**src/rtl/hack_serial_pkg.sv**
```systemverilog
// rtl/hack_serial_pkg.sv - shared definitions for the 16-bit Hack word serial link
package hack_serial_pkg;

    typedef enum logic [1:0] {
        IDLE  = 2'd0,
        START = 2'd1,
        DATA  = 2'd2,
        STOP  = 2'd3
    } serial_state_t;

    localparam int   DATA_BITS      = 8;
    localparam int   BYTES_PER_WORD = 2;
    localparam logic IDLE_LEVEL     = 1'b1;

endpackage

```
**src/rtl/hack_baud_tick.sv**
```systemverilog
// rtl/hack_baud_tick.sv - bit-period timer; tick marks the last cycle of each bit
module hack_baud_tick #(
    parameter int CLKS_PER_BIT = 16
) (
    input  logic clock,
    input  logic reset_n,
    input  logic run,
    output logic tick
);

    localparam int            W    = (CLKS_PER_BIT > 1) ? $clog2(CLKS_PER_BIT) : 1;
    localparam logic [W-1:0]  LAST = W'(CLKS_PER_BIT - 1);

    logic [W-1:0] count;

    always_ff @(posedge clock or negedge reset_n) begin
        if (!reset_n) begin
            count <= '0;
        end else if (!run || count == LAST) begin
            count <= '0;
        end else begin
            count <= count + 1'b1;
        end
    end

    assign tick = run && (count == LAST);

endmodule

```
**src/rtl/hack_word_tx.sv**
```systemverilog
// rtl/hack_word_tx.sv - sends each 16-bit Hack word as two 8N1 byte frames, low byte first
module hack_word_tx
    import hack_serial_pkg::*;
#(
    parameter int CLKS_PER_BIT = 16
) (
    input  logic        clock,
    input  logic        reset_n,
    input  logic [15:0] in,
    input  logic        valid,
    output logic        ready,
    output logic        tx,
    output logic        busy
);

    generate
        if (CLKS_PER_BIT < 2) begin : g_bad_param
            $error("hack_word_tx: CLKS_PER_BIT must be at least 2");
        end
    endgenerate

    localparam logic [2:0] LAST_BIT  = 3'(DATA_BITS - 1);
    localparam logic       LAST_BYTE = 1'(BYTES_PER_WORD - 1);

    serial_state_t state, next_state;
    logic [15:0]   shift_q, shift_d;
    logic [2:0]    bit_cnt_q, bit_cnt_d;
    logic          byte_idx_q, byte_idx_d;
    logic          tx_q, tx_d;
    logic          tick;

    hack_baud_tick #(.CLKS_PER_BIT(CLKS_PER_BIT)) u_baud (
        .clock   (clock),
        .reset_n (reset_n),
        .run     (state != IDLE),
        .tick    (tick)
    );

    always_ff @(posedge clock or negedge reset_n) begin
        if (!reset_n) begin
            state      <= IDLE;
            shift_q    <= '0;
            bit_cnt_q  <= '0;
            byte_idx_q <= 1'b0;
            tx_q       <= IDLE_LEVEL;
        end else begin
            state      <= next_state;
            shift_q    <= shift_d;
            bit_cnt_q  <= bit_cnt_d;
            byte_idx_q <= byte_idx_d;
            tx_q       <= tx_d;
        end
    end

    always_comb begin
        next_state = state;
        shift_d    = shift_q;
        bit_cnt_d  = bit_cnt_q;
        byte_idx_d = byte_idx_q;
        tx_d       = IDLE_LEVEL;
        case (state)
            IDLE: begin
                if (valid) begin
                    shift_d    = in;
                    next_state = START;
                end
            end
            START: begin
                if (tick) begin
                    bit_cnt_d  = '0;
                    next_state = DATA;
                end
            end
            DATA: begin
                // after the low byte shifts out, the high byte sits in bits [7:0]
                if (tick) begin
                    shift_d   = {1'b0, shift_q[15:1]};
                    bit_cnt_d = bit_cnt_q + 3'd1;
                    if (bit_cnt_q == LAST_BIT) begin
                        next_state = STOP;
                    end
                end
            end
            STOP: begin
                if (tick) begin
                    if (byte_idx_q == LAST_BYTE) begin
                        byte_idx_d = 1'b0;
                        next_state = IDLE;
                    end else begin
                        byte_idx_d = byte_idx_q + 1'b1;
                        next_state = START;
                    end
                end
            end
            default: next_state = IDLE;
        endcase
        // line level is registered from the upcoming state so tx never glitches
        case (next_state)
            START:   tx_d = ~IDLE_LEVEL;
            DATA:    tx_d = shift_d[0];
            default: tx_d = IDLE_LEVEL;
        endcase
    end

    assign ready = (state == IDLE);
    assign busy  = ~ready;
    assign tx    = tx_q;

endmodule

```
**config.mk**
```make
export PLATFORM = sky130hd
export DESIGN_NAME = hack_word_tx
export DESIGN_NICKNAME = d
export VERILOG_FILES = /design/src/rtl/hack_serial_pkg.sv /design/src/rtl/hack_baud_tick.sv /design/src/rtl/hack_word_tx.sv
export SDC_FILE = /design/constraint.sdc
export NUM_CORES = 1
export LEC_CHECK = 0
export ABC_AREA = 1
export BUFFER_PORTS_ARGS = -buffer_cell sky130_fd_sc_hd__buf_2
export CAP_MARGIN = 20
export CORE_UTILIZATION = 41
export DETAILED_ROUTE_END_ITERATION = 8
export PLACE_DENSITY = 0.69
export RECOVER_POWER = 25
export SKIP_LAST_GASP = 1
export SLEW_MARGIN = 20
export SYNTH_ARGS = -nofsm -noshare
export SYNTH_HDL_FRONTEND = slang
export SYNTH_SLANG_ARGS = --single-unit
```
**constraint.sdc**
```tcl
create_clock -name clock -period 3.83 [get_ports clock]
set_input_delay 0 -clock clock [delete_from_list [all_inputs] [get_ports clock]]
set_output_delay 0 -clock clock [all_outputs]
set_load 0.01 [all_outputs]
```
==> out/results.tsv, run 1 <==
stage	metric	value	unit
grt	grt_pass1_vias	1068	
synthesis	netlist.area_leader.share	50.3	%
clock_network	root_buffer	clkbuf_4	
setup_path	worstSetupPathType	flop to flop	
power	leakage	0.777	nW
timing	final.min_clock_period	1.56	ns
route	met2_length	1280	µm
synthesis	yosys_warnings	0	
timing	setup_viol	0	
clock_network	cts_resized	0	
synthesis	seq_area_frac_synth	52.3	%
die	fp.dieH	58.2	µm
layout	mostFrequentLayoutCells	nand3_1, dfrtp_1, inv_1	
route	drtPass1Iterations	5	
clock_network	post_cts_buffers	0	
timing	fmax	0.642	GHz
route	first_iter_violations	27	
power	ir_worst_vdd	262	µV
power	p_int	615	µW
power	power	988	µW
die	start_util	42.7	%
power	powerDensity	613	nW/µm²
die	core-area	3030	µm²
synthesis	netlist_instances	136	
layout	drive_above_1_share	19.1	%
setup_path	crit_required	4.02	ns
layout	final_common_cell	nand3_1	
die	die_area	3380	µm²
place	place.gp.congestion	0.799	
timing	fin_ws	2.27	ns
place	dp_hpwl	1740	µm
timing	fin_crit_sh	40.7	%
die	rows	20	
clock_network	cts_max_path_buffers	2	
place	dp.cells	196	
timing	fin_setup_tns	0	ns
clock_network	h-tree-depth	1	
layout	syn_to_final_growth	24.5	%
hold_path	min_path_type	input pin to flop	
route	wl_met1	1110	µm
route	wl_per_cell	11.5	µm
synthesis	synth_area	1290	µm²
synthesis	synth_top_area_cell	dfrtp_1	
route	wl	2490	µm
route	highest_layer	met4	
grt	antenna_found_initial	0	
timing	rsz0062_at_grt	no	
clock_network	clock_sinks	27	
grt	grt_pass1_wl	4440	µm
setup_path	cp.arrival	1.75	ns
layout	fin_cells	217	
timing	slew_headroom	7.62	%
die	io_pins	22	
power	p_comb_share	37.7	%
run	max_cap_violations	0	
power	power_switching_share	37.8	%
setup_path	crit_path_end_kind	flop	
clock_network	insertion_delay	0.32	ns
place	place_ws	2.28	ns
synthesis	synth-seq-cells	27	
synthesis	ys_types	21	
route	via_count	1082	
layout	nets	196	
route	wl_met3	93	µm
clock_network	cts_buffers	3	
synthesis	netlist_top_cells_area	dfrtp_1, nand3_1, o221ai_1, inv_1, nand2_1	
grt	track_usage	17.1	%
route	drc	0	
power	p_seq_share	50.0	%
route	avgViaCountPerCell	4.99	
hold_path	holdPathStages	3	
synthesis	avgSynthCellArea	9.51	µm²
timing	slew_viol_final	0	
power	p_switching	373	µW
layout	final_core_util	53.2	%
setup_path	start_kind	flop	
clock_network	tritoncts	yes	
setup_path	reg2reg_depth	4	
setup_path	worstPathMaxFanout	19	
synthesis	synthesis.nets	158	
clock_network	path_clk_slew	0.14	ns
grt	grt_max_degree	28	
layout	diodes	0	
grt	overflow	0	
timing	hold_viol	0	
run_status	status	finished, final reports clean	
timing	tightest_slew	1.39	ns
power	pwr-share-clk	12.2	%
place	portBuffers	21	
route	antenna_left	0	
die	fp.dieW	58.2	µm
timing	fin_worst_skew	0.00702	ns
[power groups by stage]
stage                     combinational [mW]  sequential, mW  clock (mW)
after floorplan                        0.285           0.486           0
after global placement                 0.346           0.496           0
after detailed placement               0.363           0.502           0
after CTS                              0.377           0.496       0.129
after global routing                   0.439           0.507       0.139
final                                  0.373           0.494       0.121
[worst paths after layout]
| kind | start | to | slack [ns] |
|---|---|---|---|
| max in group asynchronous | reset_n | shift_q[10] | 2.51 |
| max reg2reg | state[1] | shift_q[13] | 2.27 |
| min reg2reg | byte_idx_q | byte_idx_q | 0.48 |
| min in group asynchronous | reset_n | bit_cnt_q[2] | 0.51 |
| min | valid | shift_q[15] | 0.12 |
| max | state[1] | shift_q[13] | 2.27 |
[per-layer routing]
| layer | track usage [%] | up-vias |
|---|---|---|
| met3 | 2.46 | 2 |
| met5 | 0 | - |
| met4 | 6.46 | 0 |
| met1 | 20.4 | 518 |
| li1 | - | 534 |
| met2 | 31.0 | 28 |
[synth_stat cells, drive strengths merged]
cell type and count:
nand3 28, dfrtp 26, inv 24, nand2 20, o221ai 13, nor2 8, o21ai 4, buf 3
ha 3, clkbuf 2, xor2 2, a21oi 1, dfstp 1, o211ai 1
[through the flow]
step	hold WS, ns	cell area [µm²]
5_1_grt	0.148	1610
6_report	0.123	1610
2_1_floorplan	-0.296	1290
3_5_place_dp	0.0433	1420
3_3_place_gp	0.0316	1420
4_1_cts	0.0985	1610
[kinds of logic after synthesis]
kind of cell	Yosys count	synth area share, %
flip-flops	27	52.3
XOR/XNOR	2	1.35
AO/OA/AOI/OAI	19	11.6
adder cells (fa/ha/maj)	3	2.90
AND/OR/NAND/NOR	56	21.9
buffers and inverters	29	9.96
[registers in the layout (all words and copies together), names as in the netlist]
| register | cells |
|---|---|
| bit_cnt_q | 3 |
| byte_idx_q | 1 |
| shift_q | 16 |
| state | 2 |
| tx | 1 |
| u_baud.count | 4 |
[cell type report]
class | count | area, µm²
Clock buffer | 4 | 26.3
Fill cell | 282 | 1420
Inverter | 24 | 90.1
Multi-Input combinational cell | 80 | 488
Sequential cell | 27 | 677
Tap cell | 44 | 55.1
Timing Repair Buffer | 38 | 274
[worst max-delay path, stage by stage (launching register included)]
cell,delay (ns)
dfrtp_1,0.48
nor2_4,0.39
nand2_1,0.21
nand2_4,0.20
o221ai_1,0.14
[what timing repair did]
action | 4_1_cts | 5_1_grt
endpoints found under the hold margin | 42 | 0
hold buffers | 17 | 0
endpoints found under the setup margin | 0 | 0
Note: power is estimated with default switching activity, not from simulation.
==> inputs of run 2 (changes only) <==
- clock period: 3.83 -> 1.55 ns (I/O delays scaled with it)
==> run 2 against run 1 <==
Critical path depth grew 5; sequential power grew 150%; final cell count grew 2.8%; core utilization grew 3.2 points; global-route usage shrank 1.2 points; count of clock-buffer cells in the layout shrank 1; maximum frequency grew 7.5%; sequential share of layout area shrank 2.4 points; non-clock buffer count grew 5; total power grew to 2.6 times the previous value; first-iteration DRC count shrank 22%; critical endpoint is now tx.
==> out/results.tsv, run 2 (synthesis results as in run 1) <==
stage	metric	value	unit
route	via_count	1096	
layout	nets	202	
timing	whs	0.108	ns
grt	antenna_found_initial	0	
hold_path	min_path_type	input pin to flop	
place	dp.cells	197	
layout	diodes	0	
die	fp.dieH	58.2	µm
setup_path	crit_required	1.82	ns
grt	grt_max_degree	28	
die	io_pins	22	
timing	fin_crit_sh	93.4	%
clock_network	clock_sinks	27	
timing	slew_headroom	56.3	%
timing	tightest_slew	0.656	ns
timing	fmax	0.691	GHz
layout	mostFrequentLayoutCells	nand3_1, dfrtp_1, inv_1	
grt	track_usage	16.0	%
route	drtPass1Iterations	4	
grt	overflow	0	
timing	hold_viol	0	
clock_network	h-tree-depth	1	
die	start_util	42.7	%
route	avgViaCountPerCell	4.91	
clock_network	cts_buffers	3	
power	ir_worst_vdd	629	µV
timing	setup_viol	0	
run_status	status	finished, final reports clean	
setup_path	crit_path_end_kind	flop	
layout	fillers	276	
timing	final.min_clock_period	1.45	ns
clock_network	root_buffer	clkbuf_4	
layout	fin_cells	223	
timing	fin_worst_skew	0.00331	ns
power	leakage	0.821	nW
setup_path	start_kind	flop	
die	rows	20	
power	power	2.55	mW
grt	grt_pass1_vias	991	
layout	drive_above_1_share	25.7	%
place	place_ws	0.0591	ns
clock_network	path_clk_slew	0.14	ns
die	core-area	3030	µm²
route	wl_per_cell	12.0	µm
grt	grt_pass1_wl	4150	µm
run	max_cap_violations	0	
layout	reg_top3	shift_q x16, u_baud.count x4, bit_cnt_q x3	
power	powerDensity	1500	nW/µm²
setup_path	worstPathMaxFanout	5	
setup_path	worstSetupPathType	flop to flop	
route	wl	2670	µm
route	drc	0	
place	portBuffers	21	
route	first_iter_violations	21	
clock_network	cts_max_path_buffers	2	
layout	largest_register	shift_q	
setup_path	cp.arrival	1.72	ns
layout	largest_reg_flops	16	
die	die_area	3380	µm²
route	antenna_left	0	
layout	syn_to_final_growth	31.9	%
clock_network	insertion_delay	0.31	ns
timing	slew_viol_final	0	
clock_network	tritoncts	yes	
place	place.gp.congestion	0.815	
die	fp.dieW	58.2	µm
place	dp_hpwl	1700	µm
timing	fin_ws	0.102	ns
layout	final_core_util	56.4	%
## run 2: worst max-delay path, stage by stage, from the launching register on
cell     delay [ns]
dfrtp_1        0.41
ha_2           0.20
nand2_2        0.06
nor2_4         0.19
buf_12         0.15
buf_4          0.10
nand3_1        0.07
nand3_2        0.08
nand3_1        0.07
nand2_1        0.07
## run 2: cell type report
type                       instances  area, µm²  share of cell area, %
tap                               44       55.1                   3.23
clock inverter                     1       5.00                  0.293
sequential                        27        677                   39.7
timing repair buffer              43        323                   18.9
inverter                          24       90.1                   5.28
multi-input combinational         81        534                   31.3
clock buffer                       3       22.5                   1.32
## run 2: worst paths after layout
check | startpoint | end | slack (ns) | depth (start not counted)
setup / recovery | u_baud.count[0] | tx | 0.10 | 9
hold / removal | valid | shift_q[15] | 0.11 | 3
setup reg to reg | u_baud.count[0] | tx | 0.10 | 9
hold reg to reg | byte_idx_q | byte_idx_q | 0.48 | 1
max in group asynchronous | reset_n | shift_q[2] | 0.91 | 2
min in group asynchronous | reset_n | u_baud.count[3] | 0.23 | 2
## run 2: layer usage
metal,track usage [%],part of all wire [%],up-vias
met3,2.01,2.7,2
met5,0,0,-
met4,5.10,0.45,0
met1,20.9,46,526
li1,-,-,547
met2,27.4,50,21
## run 2: stage by stage
stage	TNS, ns	area [µm²]
global route	-0.0195	1710
floorplan	0	1290
detailed placement	0	1420
global placement	0	1420
CTS	0	1620
finish	0	1710
## run 2: report_power, final
part | total, mW | internal (mW) | switching, mW | leakage (nW)
Sequential | 1.23 | 1.04 | 0.181 | 0.324
Combinational | 1.03 | 0.441 | 0.593 | 0.479
Clock | 0.293 | 0.0965 | 0.196 | 0.0177
Total | 2.55 | 1.58 | 0.971 | 0.821
## run 2: timing repair
| action | CTS | global route |
|---|---|---|
| setup endpoints to repair | 0 | 15 |
| buffers inserted | 0 | 4 |
| resized for setup | 0 | 7 |
| hold buffers | 17 | 0 |
| hold endpoints to repair | 42 | 0 |
==> inputs of run 3 (changes only) <==
- ABC_AREA: 1 -> default
- PLACE_DENSITY: 0.69 -> 0.7
==> run 3 against run 2 <==
Highest routed layer unchanged; sequential power down 40%; combinational power shrank 92%; global-route usage decreased by 0.057 points; register-to-register slack got worse by 0.05 ns; setup slack worse by 0.051 ns; the run now ends with design-rule violations left; sequential share of layout area grew 2.3 points; total power down 56%; clock skew is 0.0011 ns lower; clock power decreased by 2%.
==> out/results.tsv, run 3 <==
stage	metric	value	unit
layout	final_area	1610	µm²
die	rows	19	
synthesis	synth_edf_count	0	
layout	nets	189	
synthesis	yosys_warnings	0	
timing	fmax	0.667	GHz
route	drc	3	
timing	setup_viol	0	
route	avgViaCountPerCell	5.04	
grt	antenna_found_initial	0	
die	fp.dieW	57.3	µm
clock_network	path_clk_slew	0.13	ns
layout	fillers	244	
synthesis	synth.most_common_cell	nand2_1	
layout	mostFrequentLayoutCells	nand2_1, dfrtp_1, buf_2	
timing	fin_crit_sh	96.7	%
timing	slew_headroom	58.2	%
timing	slew_viol_final	0	
timing	final.min_clock_period	1.50	ns
layout	largest_reg_flops	16	
place	place.gp.congestion	0.825	
die	fp.dieH	57.3	µm
run_status	status	complete, but fails checks	
timing	rsz0062_at_grt	no	
run_status	failed_checks	design-rule violations	
power	powerDensity	688	nW/µm²
synthesis	synth-seq-cells	27	
power	power	1.11	mW
route	via_count	993	
setup_path	worstSetupPathType	flop to flop	
timing	tightest_slew	0.626	ns
timing	fin_worst_skew	0.00224	ns
grt	grt_max_degree	28	
die	die_area	3290	µm²
route	drtPass1Iterations	6	
layout	drive_above_1_share	24.1	%
clock_network	cts_max_path_buffers	2	
layout	diodes	0	
route	wl	2390	µm
setup_path	path_cells	ha_4 > and3_4 > and2_4 > a221o_1 > o21a_1	
power	leakage	0.812	nW
setup_path	worstPathMaxFanout	7	
timing	hold_viol	0	
place	dp_hpwl	1680	µm
power	ir_worst_vdd	284	µV
die	io_pins	22	
clock_network	insertion_delay	0.31	ns
die	core-area	2830	µm²
synthesis	synth-main-ff-cell	dfrtp_1	
synthesis	netlist_instances	125	
setup_path	slowest_stage	dfrtp_1	
route	first_iter_violations	21	
setup_path	critPathMaxStageDelay	0.44	ns
clock_network	root_buffer	clkbuf_4	
synthesis	synthesis.nets	147	
layout	reg_top3	shift_q x16, u_baud.count x4, bit_cnt_q x3	
synthesis	ys_types	30	
synthesis	netlist.area_leader.share	51.8	%
run	max_cap_violations	0	
setup_path	cp.arrival	1.76	ns
clock_network	h-tree-depth	1	
layout	final_common_cell	nand2_1	
clock_network	clock_sinks	27	
clock_network	tritoncts	yes	
synthesis	avgSynthCellArea	10.0	µm²
grt	grt_pass1_vias	941	
hold_path	min_path_type	input pin to flop	
synthesis	seq_area_frac_synth	53.9	%
setup_path	rrSetupSlack	0.05	ns
grt	overflow	0	
layout	largest_register	shift_q	
synthesis	synth_area	1250	µm²
place	portBuffers	21	
route	antenna_left	0	
setup_path	start_kind	flop	
synthesis	synth_top_area_cell	dfrtp_1	
die	start_util	44.4	%
route	wl_per_cell	12.1	µm
grt	track_usage	15.9	%
clock_network	cts_buffers	3	
grt	grt_pass1_wl	4020	µm
place	placed_area	1400	µm²
synthesis	synthArstFlopShare	100	%
synthesis	netlist_top_cells_area	dfrtp_1, nand2_1, a22oi_1, ha_1, dfstp_2	
layout	syn_to_final_growth	28.6	%
setup_path	crit_required	1.81	ns
setup_path	crit_path_end_kind	flop	
synthesis	ys_top_cells_by_count	nand2_1, dfrtp_1, a22oi_1	
## run 3: changes by cell type after synthesis, sizes merged, moves of 2 or more
cell    previous run  this run
a22o               0         3
a22oi              0        14
and2               0         2
and3               0         2
buf                3         5
inv               24         2
nand2             20        36
nand3             28         5
nand4              0         2
nor2               8         3
o221ai            13         0
xnor2              0         3
## run 3: layout make-up
| type | count | area [µm²] | area share (%) |
|---|---|---|---|
| timing repair buffer | 45 | 325 | 20.2 |
| sequential | 27 | 677 | 41.9 |
| tap | 31 | 38.8 | 2.40 |
| clock buffer | 4 | 26.3 | 1.63 |
| multi-input combinational | 88 | 539 | 33.4 |
| inverter | 2 | 7.51 | 0.465 |
## run 3: logic make-up (layout without fill, tap and decap cells)
logic type / count (synthesis) / after routing / synth area share (%)
flip-flops: 27 / 27 / 53.9
XOR/XNOR: 4 / 4 / 2.79
buffers and inverters: 10 / 51 / 4.49
adder cells (fa/ha/maj): 3 / 3 / 2.99
AND/OR/NAND/NOR: 55 / 55 / 20.2
AO/OA/AOI/OAI: 26 / 26 / 15.6
## run 3: routing by layer
layer  vias to the layer above  GRT usage [%]  wire [µm]
li1                        510              -          -
met3                         2           2.72         77
met4                         0           5.23         13
met1                       465           21.0       1160
met2                        16           26.7       1140
met5                         -              0          0
## run 3: what timing repair did
item,4_1_cts,5_1_grt
resized for setup,0,1
hold endpoints to repair,41,0
setup buffers,0,2
setup endpoints to repair,0,2
hold buffers,16,0
## run 3: path summary, 6_finish.rpt
path / startpoint / endpoint / cells past startpoint
worst max-delay path: u_baud.count[1] / tx / 5
worst min-delay path: in[0] / shift_q[0] / 3
worst max register to register: u_baud.count[1] / tx / 5
worst min register to register: byte_idx_q / byte_idx_q / 1
max in group asynchronous: reset_n / shift_q[11] / 2
min in group asynchronous: reset_n / shift_q[2] / 2
## run 3: power by group
group	total (mW)	switching, mW	internal [mW]
sequential	0.735	0.0102	0.725
combinational	0.0870	0.0347	0.0524
clock	0.288	0.188	0.100
## run 3: worst max-delay path, delay by kind of cell (launching register included)
| kind | cells | cell delay (ns) |
|---|---|---|
| flops | 1 | 0.44 |
| simple gates | 2 | 0.32 |
| fa+ha+maj | 1 | 0.19 |
| compound gates | 2 | 0.51 |
## run 3: stage by stage
stage / cells / setup slack [ns] / hold slack (ns) / util (%) / setup TNS [ns]
floorplan: 125 / -0.0726 / -0.296 / - / -0.0726
global placement: 175 / 0.103 / 0.0325 / 49.6 / 0
detailed placement: 175 / 0.0567 / 0.0350 / 49.6 / 0
CTS: 195 / 0.0337 / 0.0221 / 56.2 / 0
global route: 197 / 0.00530 / 0.0314 / 57.1 / 0
finish: 197 / 0.0509 / 0.0393 / 57.1 / 0
